--- config.mk ---
export PLATFORM = sky130hd
export DESIGN_NAME = nibble_serial_add_ctrl
export DESIGN_NICKNAME = d
export VERILOG_FILES = /design/src/rtl/nibble_serial_add_ctrl.sv
export SDC_FILE = /design/constraint.sdc
export NUM_CORES = 1
export LEC_CHECK = 0
export ABC_AREA = 1
export ABC_CLOCK_PERIOD_IN_PS = 4150
export CORE_MARGIN = 4
export CORE_UTILIZATION = 51
export CTS_CLUSTER_DIAMETER = 200
export CTS_CLUSTER_SIZE = 25
export DETAILED_ROUTE_END_ITERATION = 6
export PLACE_DENSITY = 0.8
export SLEW_MARGIN = 0
export SYNTH_ARGS = -nofsm -noshare
export SYNTH_HDL_FRONTEND = slang
export SYNTH_SLANG_ARGS = --single-unit
--- constraint.sdc ---
create_clock -name clk -period 4.15 [get_ports clk]
set_clock_uncertainty 0.15 [all_clocks]
set_input_delay 0.83 -clock clk [delete_from_list [all_inputs] [get_ports clk]]
set_output_delay 0.83 -clock clk [all_outputs]
set_load 0.01 [all_outputs]
--- src/rtl/nibble_serial_add_ctrl.sv ---
// nibble_serial_add_ctrl: WIDTH-bit add over WIDTH/4 passes of a 4-bit fulladder slice; NIBBLE_ADD_OVF_EN adds the ovf output
module fulladder (
  input  logic a,
  input  logic b,
  input  logic ci,
  output logic s,
  output logic co
);
  assign s  = a ^ b ^ ci;
  assign co = (a & b) | (ci & (a ^ b));
endmodule

module nibble_serial_add_ctrl #(
  parameter int WIDTH = 32,
  localparam int BEATS = WIDTH / 4,
  localparam int BW = BEATS > 1 ? $clog2(BEATS) : 1
) (
  input  logic             clk,
  input  logic             rst,
  input  logic             start_valid,
  output logic             start_ready,
  input  logic [WIDTH-1:0] a,
  input  logic [WIDTH-1:0] b,
  input  logic             cin,
  output logic             done_valid,
  input  logic             done_ready,
  output logic [WIDTH-1:0] sum,
  output logic             cout,
  output logic             busy,
  output logic [BW-1:0]    beat_idx
`ifdef NIBBLE_ADD_OVF_EN
  ,
  output logic             ovf
`endif
);
  typedef enum logic [1:0] {IDLE, RUN, DONE} state_t;
  state_t state, state_n;
  logic [WIDTH-1:0] a_r, b_r;
  logic [3:0] na, nb, s;
  logic [4:0] c;
  logic carry_r, last;
  assign na = a_r[{beat_idx, 2'b00} +: 4];
  assign nb = b_r[{beat_idx, 2'b00} +: 4];
  assign c[0] = carry_r;
  for (genvar i = 0; i < 4; i++) begin : g_fa
    fulladder u_fa (.a(na[i]), .b(nb[i]), .ci(c[i]), .s(s[i]), .co(c[i+1]));
  end
  assign last = beat_idx == BW'(BEATS - 1);
  assign start_ready = state == IDLE;
  assign done_valid = state == DONE;
  assign busy = state != IDLE;
  always_ff @(posedge clk or posedge rst)
    if (rst) state <= IDLE;
    else state <= state_n;
  always_comb begin
    state_n = state;
    state_n = state == IDLE ? (start_valid ? RUN : IDLE) :
              state == RUN  ? (last ? DONE : RUN) :
                              (done_ready ? IDLE : DONE);
  end
  always_ff @(posedge clk or posedge rst) begin
    if (rst) begin
      a_r <= '0;
      b_r <= '0;
      carry_r <= 1'b0;
      beat_idx <= '0;
      sum <= '0;
      cout <= 1'b0;
`ifdef NIBBLE_ADD_OVF_EN
      ovf <= 1'b0;
`endif
    end else if (state == IDLE && start_valid) begin
      a_r <= a;
      b_r <= b;
      carry_r <= cin;
      beat_idx <= '0;
    end else if (state == RUN) begin
      sum[{beat_idx, 2'b00} +: 4] <= s;
      carry_r <= c[4];
      beat_idx <= last ? '0 : beat_idx + 1'b1;
      if (last) cout <= c[4];
`ifdef NIBBLE_ADD_OVF_EN
      // two's-complement overflow: carry into the MSB differs from carry out of it
      if (last) ovf <= c[3] ^ c[4];
`endif
    end
  end
endmodule
=== Yosys cells after proc, flatten, opt, wreduce, memory -nomap -nowiden ===
Index checks and enable logic that the tools add are counted.

* Register bits after elaboration: 103
* Output and inout bits: 39
* Logic and storage cells: 54
* Input port bits: 69

* Reductions and logical operators: 6
* Shifts and indexed selects: 4
* $add $sub $neg: 2
* Equal/unequal tests: 3
* Multiplexer cells: 11
* Bitwise operators: 21

{| class="wikitable"
|+ Operators with widths
! operator !! number
|-
| indexed part select 32 x 6 -> 4 bit || 2
|-
| bitwise mux 32 bit || 1
|-
| variable shift 4 x 7 -> 32 bit, first input constant || 1
|-
| indexed part select 4 x 7 -> 32 bit || 1
|-
| 2-to-1 mux 3 bit || 3
|-
| AND 1 bit || 8
|-
| 2-to-1 mux 2 bit || 4
|-
| bitwise XOR 1 bit || 8
|-
| negation 5 -> 7 bit || 1
|-
| bitwise OR 1 bit || 4
|-
| nonzero test 2 bit || 2
|-
| adder 3 x 1 -> 3 bit, second input constant || 1
|-
| equality test 3 bit, second input constant || 1
|-
| 2-to-1 mux 1 bit || 3
|-
| AND reduction 3 bit || 1
|-
| equality test 2 x 1 -> 1 bit, second input constant || 1
|-
| equality test 2 bit, second input constant || 1
|-
| logical NOT 2 bit || 1
|-
| AND reduction 2 bit || 1
|-
| logical AND 1 bit || 1
|-
| NOT 1 bit || 1
|}

=== Depth between registers and ports, before layout ===
Gate-level depths: netlist of run 1.

* Depth in word-level cells: 12
* Gate-level depth with buffers: 18
* Mapped depth without buffers: 16

=== Cells and area by module ===
A second synthesis of run 1 with hierarchy kept.

* Cells, all modules: 644
* Area, all modules: 5038.6 sq um

{| class="wikitable"
|+ Modules (own cells, without submodules)
! module !! times used !! sequential area each (sq um) !! cells an instance !! area an instance (sq um)
|-
| nibble_serial_add_ctrl || 1 || 2577.5 || 640 || 4958.5
|-
| fulladder || 4 || 0.0 || 1 || 20.0
|}

=== Least setup slack after synthesis of run 1 ===
OpenSTA, ideal clock, no wires.

* Path type: register -> register
* Start point: register beat_idx[1]
* End point: register sum[11]
* Required time: 3.883 ns
* Arrival: 2.831 ns
* Setup time: 0.117 ns
* Buffers on the path: 2
* Slack: 1.052 ns
* Period minus slack after synthesis: 3.098 ns
* Cell stages (with the launch flop): 19
* Path through: dfrtp_1 > buf_2 > inv_2 > buf_2 > nor2_2 > nand3_1 > nand2_1 > inv_1 > nand2_1 > fa_1 > inv_1 > fa_1 > fa_1 > inv_1 > fa_1 > inv_1 > nor2_1 > nand2_1 > nand2_1

* Word-level cells in the longest chain between the ends: 11
* Elaborated cells between the ends (all ways): 23
* Classes of those cells: add/sub: 1; shift: 4; mux: 1; bitwise: 17

{| class="wikitable"
|+ RTL lines
! item !! RTL line !! text
|-
| start: declaration || 30 || <nowiki>output logic [BW-1:0] beat_idx</nowiki>
|-
| start signal: assignment || 80 || <nowiki>beat_idx <= last ? '0 : beat_idx + 1'b1;</nowiki>
|-
| indexed part select 32 x 6 -> 4 bit, on equally long branches || 42, 43 ||
|-
| bitwise XOR 1 bit || 9, 10 ||
|-
| AND 1 bit || 10 || <nowiki>assign co = (a & b) | (ci & (a ^ b));</nowiki>
|-
| bitwise OR 1 bit || 10 ||
|-
| AND 1 bit || 10 ||
|-
| bitwise OR 1 bit || 10 ||
|-
| AND 1 bit || 10 ||
|-
| bitwise OR 1 bit || 10 ||
|-
| bitwise XOR 1 bit || 9 || <nowiki>assign s = a ^ b ^ ci;</nowiki>
|-
| indexed part select 4 x 7 -> 32 bit || 78 || <nowiki>sum[{beat_idx, 2'b00} +: 4] <= s;</nowiki>
|-
| bitwise mux 32 bit (*) || 78 ||
|-
| end signal: indexed assignment || 78 ||
|-
| end: declaration || 27 || <nowiki>output logic [WIDTH-1:0] sum,</nowiki>
|}

Mark *: on every way between the ends. The rest lies on a longest branch, timed or not.
A chain may end at the register's enable or synchronous reset.

=== Worst setup path in the final report of run 1 ===
* Start point: register beat_idx[0]
* End point: register sum[7]

The elaborated chain is that of the path after synthesis.

==> results_dict.tcl, run 1 <==
set metrics [dict create \
    outcome "finished, final reports clean" \
    cp.required_ns 4.32 \
    finalSetupViolations 0 \
    report.final.slew_viol_count 0 \
    fmax_mhz 296.8 \
    period_share_pct 81.18 \
    synth-xor-area-share_pct 0 \
    synth_warnings 0 \
    num-fill-cells 804 \
    route.antenna.remaining_nets 0 \
    ctsHoldBuffers 0 \
    slew_headroom_pct 26.42 \
    peakVddDrop_mv 0.5706 \
    ys_seq_area_share_pct 51.13 \
    numCtsBuffers 9 \
    rsz0062_at_grt "no" \
    first_pass_iters 5 \
    n_antenna_cell 0 \
    syn_to_final_growth_pct 24.94 \
    drc_errors 0 \
    powerDensity_mw_per_mm2 828.4 \
    drt-vias-per-instance 5.132 \
    synthMuxAreaShare_pct 0 \
    clkTransAtPathRegs_ns 0.11 \
    startpoint "beat_idx[0]$_DFFE_PP0P_" \
    grt_pass1_wl_um 20030 \
    r2r_start "beat_idx[0]$_DFFE_PP0P_" \
    start_util_pct 52.05 \
    crit_arrival_ns 3.54 \
    hold_path.startpoint "sum[29]$_DFFE_PP0P_" \
    drt_wl_total_um 12140 \
    cts_root_buf "clkbuf_8" \
    synth-simple-area-share_pct 28.57 \
    die_h_um 107.4 \
    cts_resized 0 \
    drt_iter0_drc 264 \
    routabilityCongestion 0.8704 \
    final_cell_mix "nand2_1, clkdlybuf4s50_1, dfrtp_1" \
    core_area_mm2 0.009684 \
    place_area_mm2 0.006117 \
    final_area_mm2 0.006299 \
    antenna_found_initial 0 \
    final_common_cell "nand2_1" \
    die_w_um 107.4 \
    synth-seq-cells 103 \
    drive_gt1_share_pct 5.163 \
    grt_max_degree 92 \
    syn-mean-instance-area_um2 7.901 \
    cp-end-kind "flip-flop" \
    min-delay-path-class "flip-flop to flip-flop" \
    row_count 36 \
    power.leakage_nw 3.123 \
    synth_top_family_by_area "simple AND/OR/NAND/NOR gates" \
    synth_compound_area_share_pct 7.024 \
    portBuffers 107 \
    synthAdderAreaFrac_pct 2.581 \
    ios 108 \
    cts_setup_buffers 0 \
    tightestPinTransition_ns 1.104 \
    hold_viol 0 \
    grt_overflow_total 0 \
    vias 4460 \
    dp_hpwl_um 8997 \
    setup_tns_ns 0 \
    path_max_fanout 31 \
    cp-start-kind "flip-flop" \
    post-route-min-period_ns 3.369 \
    synth_nets 715 \
    criticalPathCategory "flip-flop to flip-flop" \
    nets 809 \
    htree_levels 3 \
    netlist_instances 638 \
    cts_buffer_depth 2 \
    dieArea_mm2 0.01154 \
    synth_area_mm2 0.005041 \
    ys_types 23 \
    grt.total_usage_pct 21.68 \
    max_cap_violations 0 \
    grt_pass1_vias 4312 \
    cts.sinks 103 \
    worstSkewPairLatency_ns 0.37 \
    wl_per_cell_um 13.96 \
    cts_tree "built" \
]
==> sequential cells by signal, indices dropped and copies added (netlist names) <==
register	count
beat_idx	3
sum	32
carry_r	1
cout	1
b_r	32
state	2
a_r	32
==> per-stage QoR <==
step | total power [mW] | utilization [%] | hold slack, ns | setup slack (ns) | std cells
after floorplan | 3.704 | - | 0.2907 | 0.4662 | 638
after global placement | 4.479 | 63.17 | 0.3048 | 0.9231 | 854
after detailed placement | 4.601 | 63.17 | 0.3084 | 0.8159 | 854
after CTS | 5.185 | 65.04 | 0.3331 | 0.8073 | 869
after global routing | 5.663 | 65.04 | 0.3631 | 0.4964 | 869
final | 5.218 | 65.04 | 0.3296 | 0.7809 | 869
==> layout make-up <==
type	instances	area [um2]	share of cell area, %
Sequential cell	103	2577	40.92
Multi-Input combinational cell	420	1924	30.55
Timing Repair Buffer	112	1121	17.80
Inverter	86	327.8	5.205
Tap cell	133	166.4	2.642
Clock buffer	11	151.4	2.404
Clock inverter	4	30.03	0.4768
==> path summary, 6_finish.rpt <==
path / end / slack, ns / depth (start not counted)
max: sum[7]$_DFFE_PP0P_ / 0.78 / 17
min: sum[29]$_DFFE_PP0P_ / 0.33 / 2
max reg2reg: sum[7]$_DFFE_PP0P_ / 0.78 / 17
min reg2reg: sum[29]$_DFFE_PP0P_ / 0.33 / 2
max in group asynchronous: a_r[16]$_DFFE_PP0P_ / 2.06 / 3
min in group asynchronous: b_r[17]$_DFFE_PP0P_ / 0.92 / 2
==> cells in the mapped netlist <==
library cell    n  area (um2)
fa_1            4       80.08
o21ai_1        50       250.2
nor2_1         20       75.07
nand3_2         1       10.01
nand2_1       245       919.6
buf_4           5       37.54
nand2_2         1       6.260
inv_2           4       15.01
o22ai_1         1       6.260
ha_1            4       50.05
nand4_1        17       106.4
nand3_1        48       240.2
o211ai_1        1       7.510
nor2_2          5       31.28
inv_4           1       6.260
nor2_4          3       33.78
o21ai_0        18       90.09
buf_2          15       75.07
nand2_4         1       11.26
buf_6           9       101.4
or2_2           1       6.260
inv_1          81       304.0
dfrtp_1       103        2577
==> power by group <==
group | internal (mW) | switching (mW)
clock | 0.250 | 0.341
combinational | 1.06 | 1.91
sequential | 1.46 | 0.200
total | 2.77 | 2.45
==> worst max-delay path: stages (launching register included) <==
cell     delay, ns
dfrtp_1       0.39
buf_4         0.21
inv_2         0.40
nand2_1       0.11
nand3_1       0.10
nand2_1       0.06
nand2_1       0.05
nand2_1       0.08
fa_1          0.39
inv_1         0.08
fa_1          0.18
fa_1          0.16
inv_1         0.05
fa_1          0.52
inv_1         0.09
nor2_1        0.15
nand2_1       0.09
nand2_1       0.08
==> per-layer routing <==
| metal | vias up | global-route usage (%) | part of all wire, % |
|---|---|---|---|
| met1 | 2114 | 28.60 | 42 |
| met2 | 163 | 36.91 | 50 |
| met4 | 0 | 7.304 | 1.7 |
| li1 | 2162 | - | - |
| met3 | 21 | 3.119 | 5.9 |
| met5 | - | 0 | 0 |
==> cell families (layout without fill, tap and decap cells) <==
kind of cell / after synthesis / in the layout
AOI/OAI and AO/OA: 70 / 70
adders and majority gates: 8 / 8
buffers and inverters: 115 / 213
DFF: 103 / 103
and+or+nand+nor: 342 / 342
Power figures use the tool's default switching activity.
==> run 2: changes to the inputs <==
--- a/config.mk
+++ b/config.mk
@@ -6,13 +6,13 @@
 export NUM_CORES = 1
 export LEC_CHECK = 0
 export ABC_AREA = 1
-export ABC_CLOCK_PERIOD_IN_PS = 4150
+export ABC_CLOCK_PERIOD_IN_PS = 2800
 export CORE_MARGIN = 4
-export CORE_UTILIZATION = 51
+export CORE_UTILIZATION = 46
 export CTS_CLUSTER_DIAMETER = 200
 export CTS_CLUSTER_SIZE = 25
 export DETAILED_ROUTE_END_ITERATION = 6
-export PLACE_DENSITY = 0.8
+export PLACE_DENSITY = 0.76
 export SLEW_MARGIN = 0
 export SYNTH_ARGS = -nofsm -noshare
 export SYNTH_HDL_FRONTEND = slang
==> constraint.sdc (replaced) <==
create_clock -name clk -period 2.8 [get_ports clk]
set_clock_uncertainty 0.15 [all_clocks]
set_input_delay 0.56 -clock clk [delete_from_list [all_inputs] [get_ports clk]]
set_output_delay 0.56 -clock clk [all_outputs]
set_load 0.01 [all_outputs]
==> run 2 against run 1 <==
  * The flow now finishes with violations (negative setup slack)
  * Total power is 65% higher
  * Clock-buffer cell count stayed put
  * Final area is 5.7% higher
  * Critical path type unchanged
  * Critical endpoint is now sum[11]$_DFFE_PP0P_
==> results_dict.tcl, run 2 (synthesis results as in run 1) <==
set metrics [dict create \
    outcome "finished with violations" \
    violations "negative setup slack" \
    place_area_mm2 0.006321 \
    start_util_pct 47.97 \
    combPwrFrac_pct 59.7 \
    drt_iter0_drc 305 \
    grt.total_usage_pct 20.80 \
    finalSetupViolations 8 \
    startpoint "beat_idx[0]$_DFFE_PP0P_" \
    first_pass_iters 4 \
    rsz0062_at_grt "yes" \
    max_cap_violations 0 \
    met3_usage_pct 4.367 \
    use_met1_pct 26.48 \
    grt_pass1_vias 4618 \
    final_common_cell "nand2_1" \
    dp.cells 880 \
    fmax_mhz 336.2 \
    post-place-ws_ns -0.1582 \
    cts_buffer_depth 2 \
    route.antenna.remaining_nets 0 \
    wl_per_cell_um 14.33 \
    p_switching_mw 3.918 \
    die_w_um 112.7 \
    ctsHoldBuffers 0 \
    htree_levels 3 \
    path_max_fanout 7 \
    clockPowerShare_pct 11.6 \
    row_count 37 \
    cts.sinks 103 \
    busiest_layer "met2" \
    cp.required_ns 2.92 \
    power.leakage_nw 3.275 \
    slew_headroom_pct 64.23 \
    r2r_end "sum[11]$_DFFE_PP0P_" \
    vias 4543 \
    ios 108 \
    dieArea_mm2 0.01270 \
    post-route-min-period_ns 2.975 \
    cp-end-kind "flip-flop" \
    portBuffers 107 \
    worstSkewPairLatency_ns 0.39 \
    timing.hold.ws_ns 0.3285 \
    cts_tree "built" \
    r2r_start "beat_idx[0]$_DFFE_PP0P_" \
    fin_util_pct 63.34 \
    antenna_found_initial 0 \
    drt_wl_total_um 12890 \
    crit_arrival_ns 3.10 \
    period_share_pct 106.2 \
    min-delay-path-class "flip-flop to flip-flop" \
    r2r_slack_ns -0.17 \
    die_h_um 112.7 \
    nets 837 \
    cts_root_buf "clkbuf_8" \
    grt_pass1_wl_um 21420 \
    core_area_mm2 0.01051 \
    drt-vias-per-instance 5.048 \
    swShare_pct 45.62 \
    clkTransAtPathRegs_ns 0.11 \
    final_area_mm2 0.006656 \
    drc_errors 0 \
    cp-start-kind "flip-flop" \
    peakVddDrop_mv 0.7667 \
    powerDensity_mw_per_mm2 1290 \
    n_antenna_cell 0 \
    tightestPinTransition_ns 0.5366 \
    routabilityCongestion 0.8721 \
    grt_overflow_total 0 \
    final_cell_mix "nand2_1, clkdlybuf4s50_1, dfrtp_1" \
    grt_max_degree 104 \
    drive_gt1_share_pct 12.57 \
    hold_viol 0 \
    setup_tns_ns -1.130 \
    power_mw 8.589 \
    layout_setup_ws_ns -0.1746 \
    internal_power_mw 4.671 \
    reg_top3 "a_r: 32 flops, b_r: 32 flops, sum: 32 flops" \
    use_met2_pct 34.48 \
    criticalPathCategory "flip-flop to flip-flop" \
    numCtsBuffers 9 \
    dp_hpwl_um 9517 \
    report.final.slew_viol_count 0 \
    syn_to_final_growth_pct 32.04 \
    seqPwrFrac_pct 28.7 \
    r2r_cells 16 \
    fin_cells 900 \
    cp-endpoint "sum[11]$_DFFE_PP0P_" \
]
[run 2: repair_timing]
item	CTS	global route
setup endpoints to repair	8	17
gates resized for setup	10	23
setup buffers	4	1
pin swaps	4	0
[run 2: layer usage]
| layer | share of wire, % | up-vias |
|---|---|---|
| li1 | - | 2220 |
| met1 | 42 | 2119 |
| met2 | 50 | 175 |
| met3 | 6.2 | 29 |
| met4 | 2.5 | 0 |
| met5 | 0 | - |
[run 2: worst min path at each step]
stage / start / endpoint / slack [ns] / cells after the start
floorplan: a_r[11]$_DFFE_PP0P_ / a_r[11]$_DFFE_PP0P_ / 0.29 / 2
global placement: sum[18]$_DFFE_PP0P_ / sum[18]$_DFFE_PP0P_ / 0.31 / 2
detailed placement: sum[25]$_DFFE_PP0P_ / sum[25]$_DFFE_PP0P_ / 0.31 / 2
CTS: sum[25]$_DFFE_PP0P_ / sum[25]$_DFFE_PP0P_ / 0.33 / 2
global route: sum[8]$_DFFE_PP0P_ / sum[8]$_DFFE_PP0P_ / 0.35 / 2
finish: sum[25]$_DFFE_PP0P_ / sum[25]$_DFFE_PP0P_ / 0.33 / 2
[run 2: worst max-delay path, cell delays in order (launching register included)]
cell	delay, ns
dfrtp_2	0.47
buf_6	0.16
nand2_2	0.07
nand3_2	0.07
nand2_2	0.07
nand2_2	0.05
nand2_2	0.06
fa_2	0.19
inv_2	0.04
fa_2	0.34
fa_2	0.34
inv_2	0.07
fa_2	0.47
inv_2	0.11
nor2_2	0.06
nand2_1	0.08
nand2_1	0.06
[run 2: power by group through the flow]
| stage | logic (mW) | registers, mW | clock network, mW |
|---|---|---|---|
| after floorplan | 3.06 | 2.52 | 0 |
| after global placement | 4.53 | 2.45 | 0 |
| after detailed placement | 4.65 | 2.49 | 0 |
| after CTS | 4.82 | 2.46 | 1.01 |
| after global routing | 5.66 | 2.54 | 1.07 |
| final | 5.13 | 2.46 | 0.997 |
[run 2: final cells by class]
type	instances	area, um2
tap	136	170.2
fill	877	3852
timing repair buffer	140	1355
sequential	103	2581
inverter	86	334.1
multi-input combinational	420	2012
clock buffer	11	131.4
clock inverter	4	72.57
